<file path="config.mk">
export PLATFORM = sky130hd
export DESIGN_NAME = branch_resolve_unit
export DESIGN_NICKNAME = d
export VERILOG_FILES = /design/src/rtl/branch_resolve_unit.sv
export SDC_FILE = /design/constraint.sdc
export NUM_CORES = 1
export LEC_CHECK = 0
export BUFFER_PORTS_ARGS = -buffer_cell sky130_fd_sc_hd__buf_2
export CELL_PAD_IN_SITES_DETAIL_PLACEMENT = 0
export CELL_PAD_IN_SITES_GLOBAL_PLACEMENT = 1
export CORE_ASPECT_RATIO = 0.5
export CORE_UTILIZATION = 30
export DETAILED_ROUTE_END_ITERATION = 16
export PLACE_DENSITY = 0.93
export SYNTH_ARGS = -nofsm -noshare
export SYNTH_HDL_FRONTEND = slang
export SYNTH_SLANG_ARGS = --single-unit
</file>
<file path="constraint.sdc">
create_clock -name clk -period 3.5 [get_ports clk]
set_input_delay 0.7 -clock clk [delete_from_list [all_inputs] [get_ports clk]]
set_output_delay 0.7 -clock clk [all_outputs]
set_load 0.01 [all_outputs]
</file>
<file path="src/rtl/branch_resolve_unit.sv">
// Pipelined RV32I branch/JAL/JALR resolution stage with registered result and mispredict flag.
// Optional performance counters are enabled by defining BRANCH_PERF_CNT_EN.
module branch_resolve_unit #(
  parameter int unsigned XLEN   = 32,
  parameter int unsigned AW     = 10,
  parameter int unsigned IMMW   = 20,
  parameter int unsigned PC_INC = 4
) (
  input  logic            clk,
  input  logic            rst,
  input  logic            flush,
  input  logic            in_valid,
  output logic            in_ready,
  input  logic            in_b,
  input  logic            in_j,
  input  logic            in_jalr,
  input  logic [2:0]      in_funct3,
  input  logic [IMMW-1:0] in_imm,
  input  logic [XLEN-1:0] in_op1,
  input  logic [XLEN-1:0] in_op2,
  input  logic [AW-1:0]   in_pc,
  input  logic            in_pred_taken,
  input  logic [AW-1:0]   in_pred_target,
  output logic            out_valid,
  input  logic            out_ready,
  output logic            out_taken,
  output logic [AW-1:0]   out_target,
  output logic            out_mispredict,
  output logic            out_illegal,
  output logic [31:0]     cnt_branch,
  output logic [31:0]     cnt_taken,
  output logic [31:0]     cnt_mispred
);

  typedef enum logic {EMPTY = 1'b0, FULL = 1'b1} state_t;

  state_t          state;
  logic            accept;
  logic            cond_c;
  logic            reserved_c;
  logic            taken_c;
  logic            illegal_c;
  logic            mispredict_c;
  logic [AW-1:0]   rel_target_c;
  logic [AW-1:0]   jalr_target_c;
  logic [AW-1:0]   seq_pc_c;
  logic [AW-1:0]   target_c;

  assign out_valid = (state == FULL);
  assign in_ready  = (state == EMPTY) | out_ready;
  assign accept    = in_valid & in_ready & ~flush;

  // All address arithmetic wraps modulo 2^AW; IMMW >= AW so truncating the sum is the sign-extended add.
  assign rel_target_c = AW'(IMMW'(in_pc) + in_imm);
  assign seq_pc_c     = in_pc + AW'(PC_INC);

  always_comb begin
    jalr_target_c    = AW'(in_op1) + AW'(in_imm);
    jalr_target_c[0] = 1'b0;
  end

  // Branch condition decode
  always_comb begin
    cond_c     = 1'b0;
    reserved_c = 1'b0;
    case (in_funct3)
      3'b000:  cond_c = (in_op1 == in_op2);
      3'b001:  cond_c = (in_op1 != in_op2);
      3'b100:  cond_c = ($signed(in_op1) <  $signed(in_op2));
      3'b101:  cond_c = ($signed(in_op1) >= $signed(in_op2));
      3'b110:  cond_c = (in_op1 <  in_op2);
      3'b111:  cond_c = (in_op1 >= in_op2);
      default: reserved_c = 1'b1;
    endcase
  end

  // Resolved direction, next PC and mispredict against the front-end guess
  always_comb begin
    taken_c   = in_j | in_jalr | (in_b & cond_c);
    illegal_c = in_b & reserved_c;
    target_c  = seq_pc_c;
    if (in_jalr) begin
      target_c = jalr_target_c;
    end else if (taken_c) begin
      target_c = rel_target_c;
    end
    mispredict_c = (in_pred_taken != taken_c) |
                   (in_pred_taken & taken_c & (in_pred_target != target_c));
  end

  // Output register FSM; flush wins over accept and drops the held result
  always_ff @(posedge clk or posedge rst) begin
    if (rst) begin
      state          <= EMPTY;
      out_taken      <= 1'b0;
      out_target     <= '0;
      out_mispredict <= 1'b0;
      out_illegal    <= 1'b0;
    end else begin
      case (state)
        EMPTY: begin
          if (accept) begin
            state <= FULL;
          end
        end
        FULL: begin
          if (flush) begin
            state <= EMPTY;
          end else if (out_ready && !accept) begin
            state <= EMPTY;
          end
        end
        default: state <= EMPTY;
      endcase
      if (flush) begin
        state <= EMPTY;
      end
      if (accept) begin
        out_taken      <= taken_c;
        out_target     <= target_c;
        out_mispredict <= mispredict_c;
        out_illegal    <= illegal_c;
      end
    end
  end

`ifdef BRANCH_PERF_CNT_EN
  logic held_ctrl;
  logic retire;

  assign retire = out_valid & out_ready & ~flush & held_ctrl;

  // Counters sample only completed, non-flushed control-flow results
  always_ff @(posedge clk or posedge rst) begin
    if (rst) begin
      held_ctrl   <= 1'b0;
      cnt_branch  <= '0;
      cnt_taken   <= '0;
      cnt_mispred <= '0;
    end else begin
      if (accept) begin
        held_ctrl <= in_b | in_j | in_jalr;
      end
      if (retire) begin
        cnt_branch <= cnt_branch + 32'd1;
        if (out_taken) begin
          cnt_taken <= cnt_taken + 32'd1;
        end
        if (out_mispredict) begin
          cnt_mispred <= cnt_mispred + 32'd1;
        end
      end
    end
  end
`else
  assign cnt_branch  = '0;
  assign cnt_taken   = '0;
  assign cnt_mispred = '0;
`endif

endmodule

</file>
### Word level (Yosys, flattened, before mapping)

Index checks and enable logic that the tools add are counted.

| word-level totals | value |
|---|---|
| register bits | 14 |
| output and inout bits | 111 |
| input port bits | 116 |
| word-level logic and storage cells | 45 |

| cells by class | value |
|---|---|
| bitwise gates (word level) | 12 |
| order comparisons | 4 |
| equality and inequality tests | 9 |
| add/sub/neg operators | 3 |
| muxes and demuxes | 8 |
| reductions and logical operators | 4 |

Operators with widths:

| kind | number |
|---|---|
| >= comparator 32 bit | 2 |
| less-than comparator 32 bit | 2 |
| equality test 32 bit | 1 |
| inequality test 32 bit | 1 |
| adder 10 bit | 2 |
| 2-to-1 mux 10 bit | 2 |
| equality test 3 bit (second input constant) | 4 |
| adder 10 x 3 -> 10 bit (second input constant) | 1 |
| inequality test 10 bit | 1 |
| AND 1 bit | 6 |
| case mux 1 bit (6 select lines) | 1 |
| OR reduction 6 bit | 1 |
| 2-to-1 mux 1 bit | 4 |
| OR 1 bit | 4 |
| equality test 3 x 1 -> 1 bit (second input constant) | 1 |
| logical NOT 3 bit | 1 |
| NOT 1 bit | 2 |
| case mux 1 bit (2 select lines) | 1 |
| logical AND 1 bit | 1 |
| logical NOT 1 bit | 1 |
| inequality test 1 bit | 1 |

### Depth between registers and ports, before layout

Gate-level depths: netlist of run 1.

| logic depth | value |
|---|---|
| word-level depth | 9 |
| depth in mapped cells | 21 |
| gate-level depth less buffers | 21 |

### Worst setup path before layout of run 1

Ideal clock, no wire load.

| path | value |
|---|---|
| path kind | in2reg |
| from | input in_op2[1] |
| to | register out_mispredict |
| buffers on the path | 0 |
| path slack | -1317 ps |
| data required time | 3369 ps |
| library setup time | 131 ps |
| cell stages on the path | 21 |
| data arrival time | 4686 ps |
| cell sequence | inv_1 > ha_1 > nor2b_4 > o211ai_2 > a21oi_1 > o311a_2 > nor4b_2 > o21ai_1 > a31oi_4 > inv_4 > ha_1 > a21oi_1 > o211ai_1 > a221oi_1 > o211a_1 > nand4_1 > a311o_1 > nor4b_1 > o211ai_1 > nor4_1 > a31oi_1 |

| between the ends | value |
|---|---|
| word-level cells in the longest chain between the ends | 9 |
| elaborated cells on any way between the ends | 16 |
| classes of those cells | order compare (4); eq/ne (4); mux (3); bitwise (5) |

Ends and longest elaborated chain:

| element | line | text |
|---|---|---|
| start, declared | 20 | `input logic [XLEN-1:0] in_op2,` |
| >= comparator 32 bit (tied with other cells) | 72 | `3'b111: cond_c = (in_op1 >= in_op2);` |
| case mux 1 bit (6 select lines) (*) | 66 | `case (in_funct3)` |
| AND 1 bit (*) | 79 | `taken_c = in_j \| in_jalr \| (in_b & cond_c);` |
| OR 1 bit (*) | 79 |  |
| named net taken_c | 41 | `logic taken_c;` |
| 2-to-1 mux 10 bit | 84 | `end else if (taken_c) begin` |
| 2-to-1 mux 10 bit | 82 | `if (in_jalr) begin` |
| inequality test 10 bit | 88 | `(in_pred_taken & taken_c & (in_pred_target != target_c));` |
| AND 1 bit | 88 |  |
| OR 1 bit (*) | 87 | `mispredict_c = (in_pred_taken != taken_c) \|` |
| end signal, assigned | 121 | `out_mispredict <= mispredict_c;` |
| end, declared | 28 | `output logic out_mispredict,` |

The timed path passes the listed nets; every way through them passes the cells marked *.
A chain may end at the register's enable or synchronous reset.

### Worst setup path after layout of run 1

| path | value |
|---|---|
| from | input in_op2[31] |
| to | register out_mispredict |

The elaborated chain is that of the path after synthesis.

==> impl_metrics.py, run 1 <==
metrics = {
    "cts": {
        "cts-buffers-inserted": 3,
        "htreeDepth": 1,
        "cts_buffer_depth": 2,
        "cts.sink_count": 14,
        "hold_buffers": 0,
        "clkLatencyLatePin_ns": 0.24,
        "clk_transition_reported_paths_ns": 0.05,
        "cts_root_buffer": "sky130_fd_sc_hd__clkbuf_16",
        "clock_tree_from_tritoncts": "built",
    },
    "logic_synthesis": {
        "synth-edff-count": 0,
        "synth.ff_latch_count": 14,
        "yosys_warnings": 0,
        "seq_area_frac_synth": 0.09309,
        "synth_ff_type": "sky130_fd_sc_hd__dfrtp_1",
        "syn_area_per_cell_sq_um": 7.542,
        "synth_async_sr_flop_share": 1.000,
        "postSynthCellCount": 499,
        "synth_cell_types": 74,
        "netlist_area_sq_mm": 0.003764,
    },
    "sta": {
        "clock-skew-final_ns": 0.004170,
        "timing.fmax_mhz": 214.6,
        "hold_viol_final": 0,
        "minimum_clock_period_after_layout_ns": 4.659,
        "period_share": 1.331,
        "final-setup-viol-count": 7,
        "grt_setup_unrepaired": "yes",
        "slew-limit-headroom": 0.4850,
        "max_slew.worst_pin.slew_ns": 0.7702,
        "final.setup.worst_slack_ns": -1.159,
        "slew_violations": 0,
    },
    "placement": {
        "gp_congestion": 0.8958,
        "place.detailed.hpwl_microns": 9960,
        "dp_cells": 862,
        "port_buffer_cells": 120,
        "preCtsSetupSlack_ns": -1.561,
    },
    "route": {
        "viasPerCell": 4.627,
        "drt_pre_antenna_iters": 4,
        "wirelength_microns": 11940,
        "drt_iter0_markers": 237,
        "total_via_count_in_the_routed_design": 4081,
        "wire_per_inst_microns": 13.54,
        "postRouteAntennaNets": 0,
        "detail_route.drc_violations": 0,
    },
    "layout": {
        "drive_above_1_share": 0.3961,
        "finish.utilization": 0.4536,
        "layout.nets": 887,
        "most_common_cell_after_layout_fill_and_taps_aside": "sky130_fd_sc_hd__buf_2",
        "num-fill-cells": 1149,
        "antenna_cells": 0,
        "most-common-layout-cells": "sky130_fd_sc_hd__buf_2, sky130_fd_sc_hd__conb_1, sky130_fd_sc_hd__buf_4, sky130_fd_sc_hd__nand2_1, sky130_fd_sc_hd__inv_1",
        "area.growth.synth_to_final_pct": 44.81,
        "finish.cell_count_without_fillers": 882,
    },
    "global_route": {
        "initial_antenna_violation_count": 0,
        "grt_usage": 0.1688,
        "grt_pass1_wl_microns": 17800,
        "maximum_number_of_pins_on_one_net_before_global_route_repair": 24,
        "grt.overflow.total": 0,
        "via_count_of_the_first_global_routing_pass": 3628,
    },
    "setup_path": {
        "cpMaxStageDelayCell": "sky130_fd_sc_hd__or4_4",
        "cp_data_required_time_ns": 3.61,
        "worstSetupEndpointType": "flip-flop",
        "critical_path_class": "input port to flip-flop",
        "critical_path.max_stage_delay_ns": 0.51,
        "critical_path.cell_chain": "clkbuf_4 > inv_12 > ha_4 > nand4_1 > nor4_4 > inv_1 > o21ai_2 > nor4b_4 > or4_4 > a31oi_4 > inv_4 > ha_4 > a21oi_2 > o211ai_1 > a221oi_1 > o211a_1 > nand4_1 > a311o_1 > nor4b_2 > o211ai_1 > nor4_1 > a31oi_1",
        "worst-endpoint-arrival_ns": 4.77,
        "critical_path.startpoint_type": "input port",
        "maximum_fanout_along_the_worst_path": 4,
    },
    "floorplan": {
        "ports": 227,
        "dieHeight_microns": 81.20,
        "die_x_microns": 160.4,
        "core-area_sq_mm": 0.01202,
        "placement_rows": 28,
        "die_area_sq_mm": 0.01302,
        "start_util": 0.3132,
    },
    "job": {
        "cap_viol_max_count": 0,
    },
    "pwr": {
        "leakagePower_nw": 2.785,
        "power.density_mw_per_mm2": 229.2,
        "ir_drop_mv": 0.1564,
        "power.total_w": 0.001249,
    },
    "run_status": {
        "violated_checks": "setup timing",
        "result_of_the_run": "finished, violations left",
    },
    "hold_path": {
        "min-delay-path-class": "flip-flop to flip-flop",
    },
}
[where the power goes]
group / total [W] / switching, W / internal (W)
combinational: 0.000802 / 0.000424 / 0.000377
clock: 0.000240 / 0.0000667 / 0.000173
sequential: 0.000208 / 0.0000158 / 0.000192
total: 0.00125 / 0.000507 / 0.000742
[metal layers]
metal	vias up	track usage	routed length [microns]
met5	-	0	0
met4	0	0.04000	158
met3	14	0.008172	616
met2	151	0.2944	5701
met1	1891	0.2306	5466
li1	2025	-	-
[worst paths after layout]
| path | startpoint | endpoint | slack [ns] | cells past startpoint |
|---|---|---|---|---|
| setup / recovery | in_op2[31] | out_mispredict | -1.16 | 22 |
| setup reg to reg | out_valid | out_mispredict | 0.79 | 11 |
| min in group asynchronous | rst | out_target[0] | 0.49 | 2 |
| hold reg to reg | out_target[5] | out_target[5] | 0.46 | 2 |
| hold / removal | out_target[5] | out_target[5] | 0.46 | 2 |
| max in group asynchronous | rst | out_taken | 2.65 | 2 |
[critical path: cells and delay by family]
kind            cells  cell delay [ns]
fa+ha+maj           2             0.49
simple gates        7             1.66
compound gates      9             1.56
buf+inv             4             0.36
[state kept, by name (all words and copies together), names as in the netlist]
signal / flops
out_target: 10
out_illegal: 1
out_mispredict: 1
out_taken: 1
out_valid: 1
[timing repair]
item | in CTS | in global routing
endpoints found under the setup margin | 4 | 5
hold endpoints to repair | 0 | 0
gates resized for setup | 20 | 39
buffers inserted | 2 | 14
gates cloned | 0 | 0
pin swaps | 12 | 10
[Yosys cell counts (8+ instances only)]
cell | instances | area share
sky130_fd_sc_hd__xnor2_1 | 14 | 0.033
sky130_fd_sc_hd__dfrtp_1 | 14 | 0.093
sky130_fd_sc_hd__o21a_1 | 10 | 0.020
sky130_fd_sc_hd__buf_4 | 96 | 0.19
sky130_fd_sc_hd__ha_1 | 51 | 0.17
sky130_fd_sc_hd__o211ai_1 | 8 | 0.016
sky130_fd_sc_hd__a21oi_1 | 35 | 0.047
sky130_fd_sc_hd__nand3_1 | 9 | 0.012
sky130_fd_sc_hd__nand4_1 | 11 | 0.018
sky130_fd_sc_hd__o31ai_1 | 8 | 0.016
sky130_fd_sc_hd__inv_1 | 48 | 0.048
sky130_fd_sc_hd__nor2_1 | 25 | 0.025
sky130_fd_sc_hd__o21ai_0 | 18 | 0.024
sky130_fd_sc_hd__nand2_1 | 45 | 0.045
[through the flow]
step / setup TNS, ns / hold WS (ns) / instance area (sq um)
after global placement: -2.739 / 0.4469 / 4912
final: -5.134 / 0.4552 / 5450
after CTS: -1.027 / 0.4635 / 5177
after floorplan: -1.304 / 0.5070 / 4219
after global routing: -6.018 / 0.4772 / 5450
after detailed placement: -3.596 / 0.4531 / 4912
[area by class of cell]
class,count,area (sq um),area share
clock buffer,4,88.84,0.01630
inverter,50,207.7,0.03811
multi-input combinational,430,3151,0.5781
sequential,14,350.3,0.06428
tap,165,206.4,0.03788
timing repair buffer,219,1446,0.2654
[kinds of logic (layout without fill, tap and decap cells)]
kind of cell | Yosys count | after routing | synth area share
other | 1 | 96 | 0.0009964
buffers and inverters | 150 | 273 | 0.2463
AOI/OAI and AO/OA | 127 | 127 | 0.2380
muxes | 2 | 2 | 0.005319
adders and majority gates | 53 | 53 | 0.1802
xor gates and xnor gates | 20 | 20 | 0.04654
DFF | 14 | 14 | 0.09309
and+or+nand+nor | 132 | 132 | 0.1895
No activity file was read; power rests on OpenSTA's default activity.
==> run 2, diff against run 1 <==
--- a/config.mk
+++ b/config.mk
@@ -9,9 +9,11 @@
 export CELL_PAD_IN_SITES_DETAIL_PLACEMENT = 0
 export CELL_PAD_IN_SITES_GLOBAL_PLACEMENT = 1
 export CORE_ASPECT_RATIO = 0.5
+export CORE_MARGIN = 5
 export CORE_UTILIZATION = 30
 export DETAILED_ROUTE_END_ITERATION = 16
 export PLACE_DENSITY = 0.93
+export SLEW_MARGIN = 20
 export SYNTH_ARGS = -nofsm -noshare
 export SYNTH_HDL_FRONTEND = slang
 export SYNTH_SLANG_ARGS = --single-unit
==> constraint.sdc (replaced) <==
create_clock -name clk -period 5.35 [get_ports clk]
set_input_delay 1.07 -clock clk [delete_from_list [all_inputs] [get_ports clk]]
set_output_delay 1.07 -clock clk [all_outputs]
set_load 0.01 [all_outputs]
==> run 2 against run 1 <==
The flow now finishes without violations. First-iteration DRC count down 29%. Die area rose by 15%. Clock power fell by 35%. Critical path depth unchanged. Via count fell by 7.4%. Flip-flop and latch count is the same. Power fell by 44%. Sequential power decreased by 35%. Routed wire length down 6.4%. Register-to-register slack improved by 1.9 ns.
==> impl_metrics.py, run 2 (same netlist as run 1, synthesis figures left out) <==
metrics = {
    "run_status": {
        "result_of_the_run": "completed",
    },
    "layout": {
        "drive_above_1_share": 0.2757,
        "registers.top_by_ff_count": "out_target",
        "multi_input_comb_area_sq_mm": 0.002904,
        "regArea_sq_um": 350.3,
        "area.growth.synth_to_final_pct": 20.11,
        "most_common_cell_after_layout_fill_and_taps_aside": "sky130_fd_sc_hd__buf_2",
        "num-fill-cells": 1259,
        "antenna_cells": 0,
        "layout.nets": 812,
        "largest_register_ff_count": 10,
        "finish.cell_count_without_fillers": 807,
        "most-common-layout-cells": "sky130_fd_sc_hd__buf_2, sky130_fd_sc_hd__conb_1, sky130_fd_sc_hd__ha_1, sky130_fd_sc_hd__inv_1, sky130_fd_sc_hd__nand2_1",
    },
    "setup_path": {
        "r2r-start": "out_valid",
        "cp_data_required_time_ns": 5.46,
        "worstSetupEndpointType": "flip-flop",
        "rrSetupSlack_ns": 2.72,
        "maximum_fanout_along_the_worst_path": 5,
        "critical_path_class": "input port to flip-flop",
        "worst-endpoint-arrival_ns": 5.27,
        "critical_path.startpoint_type": "input port",
        "rr_worst_depth": 12,
        "worst_r2r_endpoint": "out_mispredict",
    },
    "placement": {
        "dp_cells": 802,
        "preCtsSetupSlack_ns": -0.1732,
        "place.detailed.hpwl_microns": 9812,
        "gp_congestion": 0.9004,
        "port_buffer_cells": 120,
    },
    "route": {
        "postRouteAntennaNets": 0,
        "drt_iter0_markers": 169,
        "wirelength_microns": 11180,
        "wire_per_inst_microns": 13.86,
        "detail_route.drc_violations": 0,
        "viasPerCell": 4.680,
        "drt_pre_antenna_iters": 5,
        "total_via_count_in_the_routed_design": 3777,
    },
    "job": {
        "cap_viol_max_count": 0,
    },
    "sta": {
        "timing.fmax_mhz": 194.0,
        "clock-skew-final_ns": 0.002027,
        "worst_hold_slack_ns": 0.4638,
        "hold_viol_final": 0,
        "slew-limit-headroom": 0.5489,
        "minimum_clock_period_after_layout_ns": 5.155,
        "max_slew.worst_pin.slew_ns": 0.6746,
        "final-setup-viol-count": 0,
        "period_share": 0.9635,
        "final.setup.worst_slack_ns": 0.1955,
        "tns_ns": 0,
        "slew_violations": 0,
    },
    "floorplan": {
        "dieHeight_microns": 89.20,
        "core-area_sq_mm": 0.01205,
        "start_util": 0.3123,
        "ports": 227,
        "die_x_microns": 168.4,
        "die_area_sq_mm": 0.01502,
        "placement_rows": 28,
    },
    "global_route": {
        "initial_antenna_violation_count": 0,
        "grt.overflow.total": 0,
        "grt_pass1_wl_microns": 16730,
        "grt_usage": 0.1335,
        "maximum_number_of_pins_on_one_net_before_global_route_repair": 24,
        "via_count_of_the_first_global_routing_pass": 3592,
    },
    "hold_path": {
        "beginning_of_the_worst_hold_path": "out_target[7]",
        "min-delay-path-class": "flip-flop to flip-flop",
        "holdPathEnd": "out_target[7]",
        "hold-path-cell-count": 2,
    },
    "pwr": {
        "power.total_w": 0.0007017,
        "leakagePower_nw": 2.401,
        "netSwitchingPower_w": 0.0002958,
        "clock_power_share": 0.222,
        "ir_drop_mv": 0.08948,
        "share_seq_of_total_power": 0.193,
        "power.density_mw_per_mm2": 155.2,
        "p_sw_frac": 0.4215,
        "power_report.internal_total_w": 0.0004059,
        "comb_power_share": 0.585,
    },
    "cts": {
        "clkLatencyLatePin_ns": 0.24,
        "cts-buffers-inserted": 3,
        "cts_root_buffer": "sky130_fd_sc_hd__clkbuf_16",
        "htreeDepth": 1,
        "clk_transition_reported_paths_ns": 0.05,
        "clock_tree_from_tritoncts": "built",
        "cts.sink_count": 14,
        "cts_buffer_depth": 2,
    },
}
## run 2: worst max-delay path by stage
| stage | endpoint | slack (ns) | start | cells after the start |
|---|---|---|---|---|
| 2_1_floorplan | out_mispredict | 0.16 | in_op2[1] | 21 |
| 3_3_place_gp | out_mispredict | -0.16 | in_op1[1] | 21 |
| 3_5_place_dp | out_mispredict | -0.17 | in_op2[25] | 23 |
| 4_1_cts | out_mispredict | 0.06 | in_op2[25] | 23 |
| 5_1_grt | out_mispredict | -0.01 | in_op2[26] | 23 |
| 6_report | out_mispredict | 0.20 | in_op1[27] | 22 |
## run 2: final cells by class
cell class              instances  area share
clock buffers                   4     0.01965
inverters                      50     0.04207
multi-input cells             430      0.6424
flip-flops and latches         14     0.07750
well taps                     165     0.04567
repair buffers                144      0.1727
## run 2: timing repair
| action | 4_1_cts | 5_1_grt |
|---|---|---|
| setup endpoints to repair | 0 | 1 |
| setup buffers | 0 | 1 |
| hold buffers | 0 | 0 |
| resized for setup | 0 | 9 |
## run 2: power groups by stage
stage          sequential, W  combinational (W)  clock, W
2_1_floorplan       0.000147           0.000294         0
3_3_place_gp        0.000136           0.000391         0
3_5_place_dp        0.000138           0.000397         0
4_1_cts             0.000136           0.000398  0.000159
5_1_grt             0.000139           0.000457  0.000166
6_report            0.000136           0.000410  0.000156
## run 2: metal layers
| metal | vias up | track usage | routed length, microns |
|---|---|---|---|
| met2 | 181 | 0.2405 | 5413 |
| met4 | 0 | 0.02283 | 155 |
| met1 | 1703 | 0.1820 | 4836 |
| li1 | 1873 | - | - |
| met3 | 20 | 0.007509 | 778 |
| met5 | - | 0 | 0 |
## run 2: worst max-delay path, stage by stage
cell and delay [ns]:
sky130_fd_sc_hd__buf_2 0.10, sky130_fd_sc_hd__ha_1 0.33, sky130_fd_sc_hd__nand4_4 0.14, sky130_fd_sc_hd__nor4_4 0.28, sky130_fd_sc_hd__buf_4 0.18, sky130_fd_sc_hd__inv_1 0.08, sky130_fd_sc_hd__o21ai_4 0.18, sky130_fd_sc_hd__nor4b_4 0.09
sky130_fd_sc_hd__or4_4 0.51, sky130_fd_sc_hd__a31oi_4 0.22, sky130_fd_sc_hd__inv_4 0.05, sky130_fd_sc_hd__ha_1 0.29, sky130_fd_sc_hd__a21oi_1 0.12, sky130_fd_sc_hd__o211ai_1 0.10, sky130_fd_sc_hd__a221oi_1 0.22, sky130_fd_sc_hd__o211a_1 0.20
sky130_fd_sc_hd__nand4_1 0.09, sky130_fd_sc_hd__a311o_1 0.34, sky130_fd_sc_hd__nor4b_2 0.24, sky130_fd_sc_hd__o211ai_1 0.14, sky130_fd_sc_hd__nor4_2 0.17, sky130_fd_sc_hd__a31oi_1 0.12
## run 2: stage by stage
step,cell area [sq um],utilization
after floorplan,4120,-
after global placement,4363,0.3620
after detailed placement,4363,0.3620
after CTS,4452,0.3694
after global routing,4521,0.3751
final,4521,0.3751
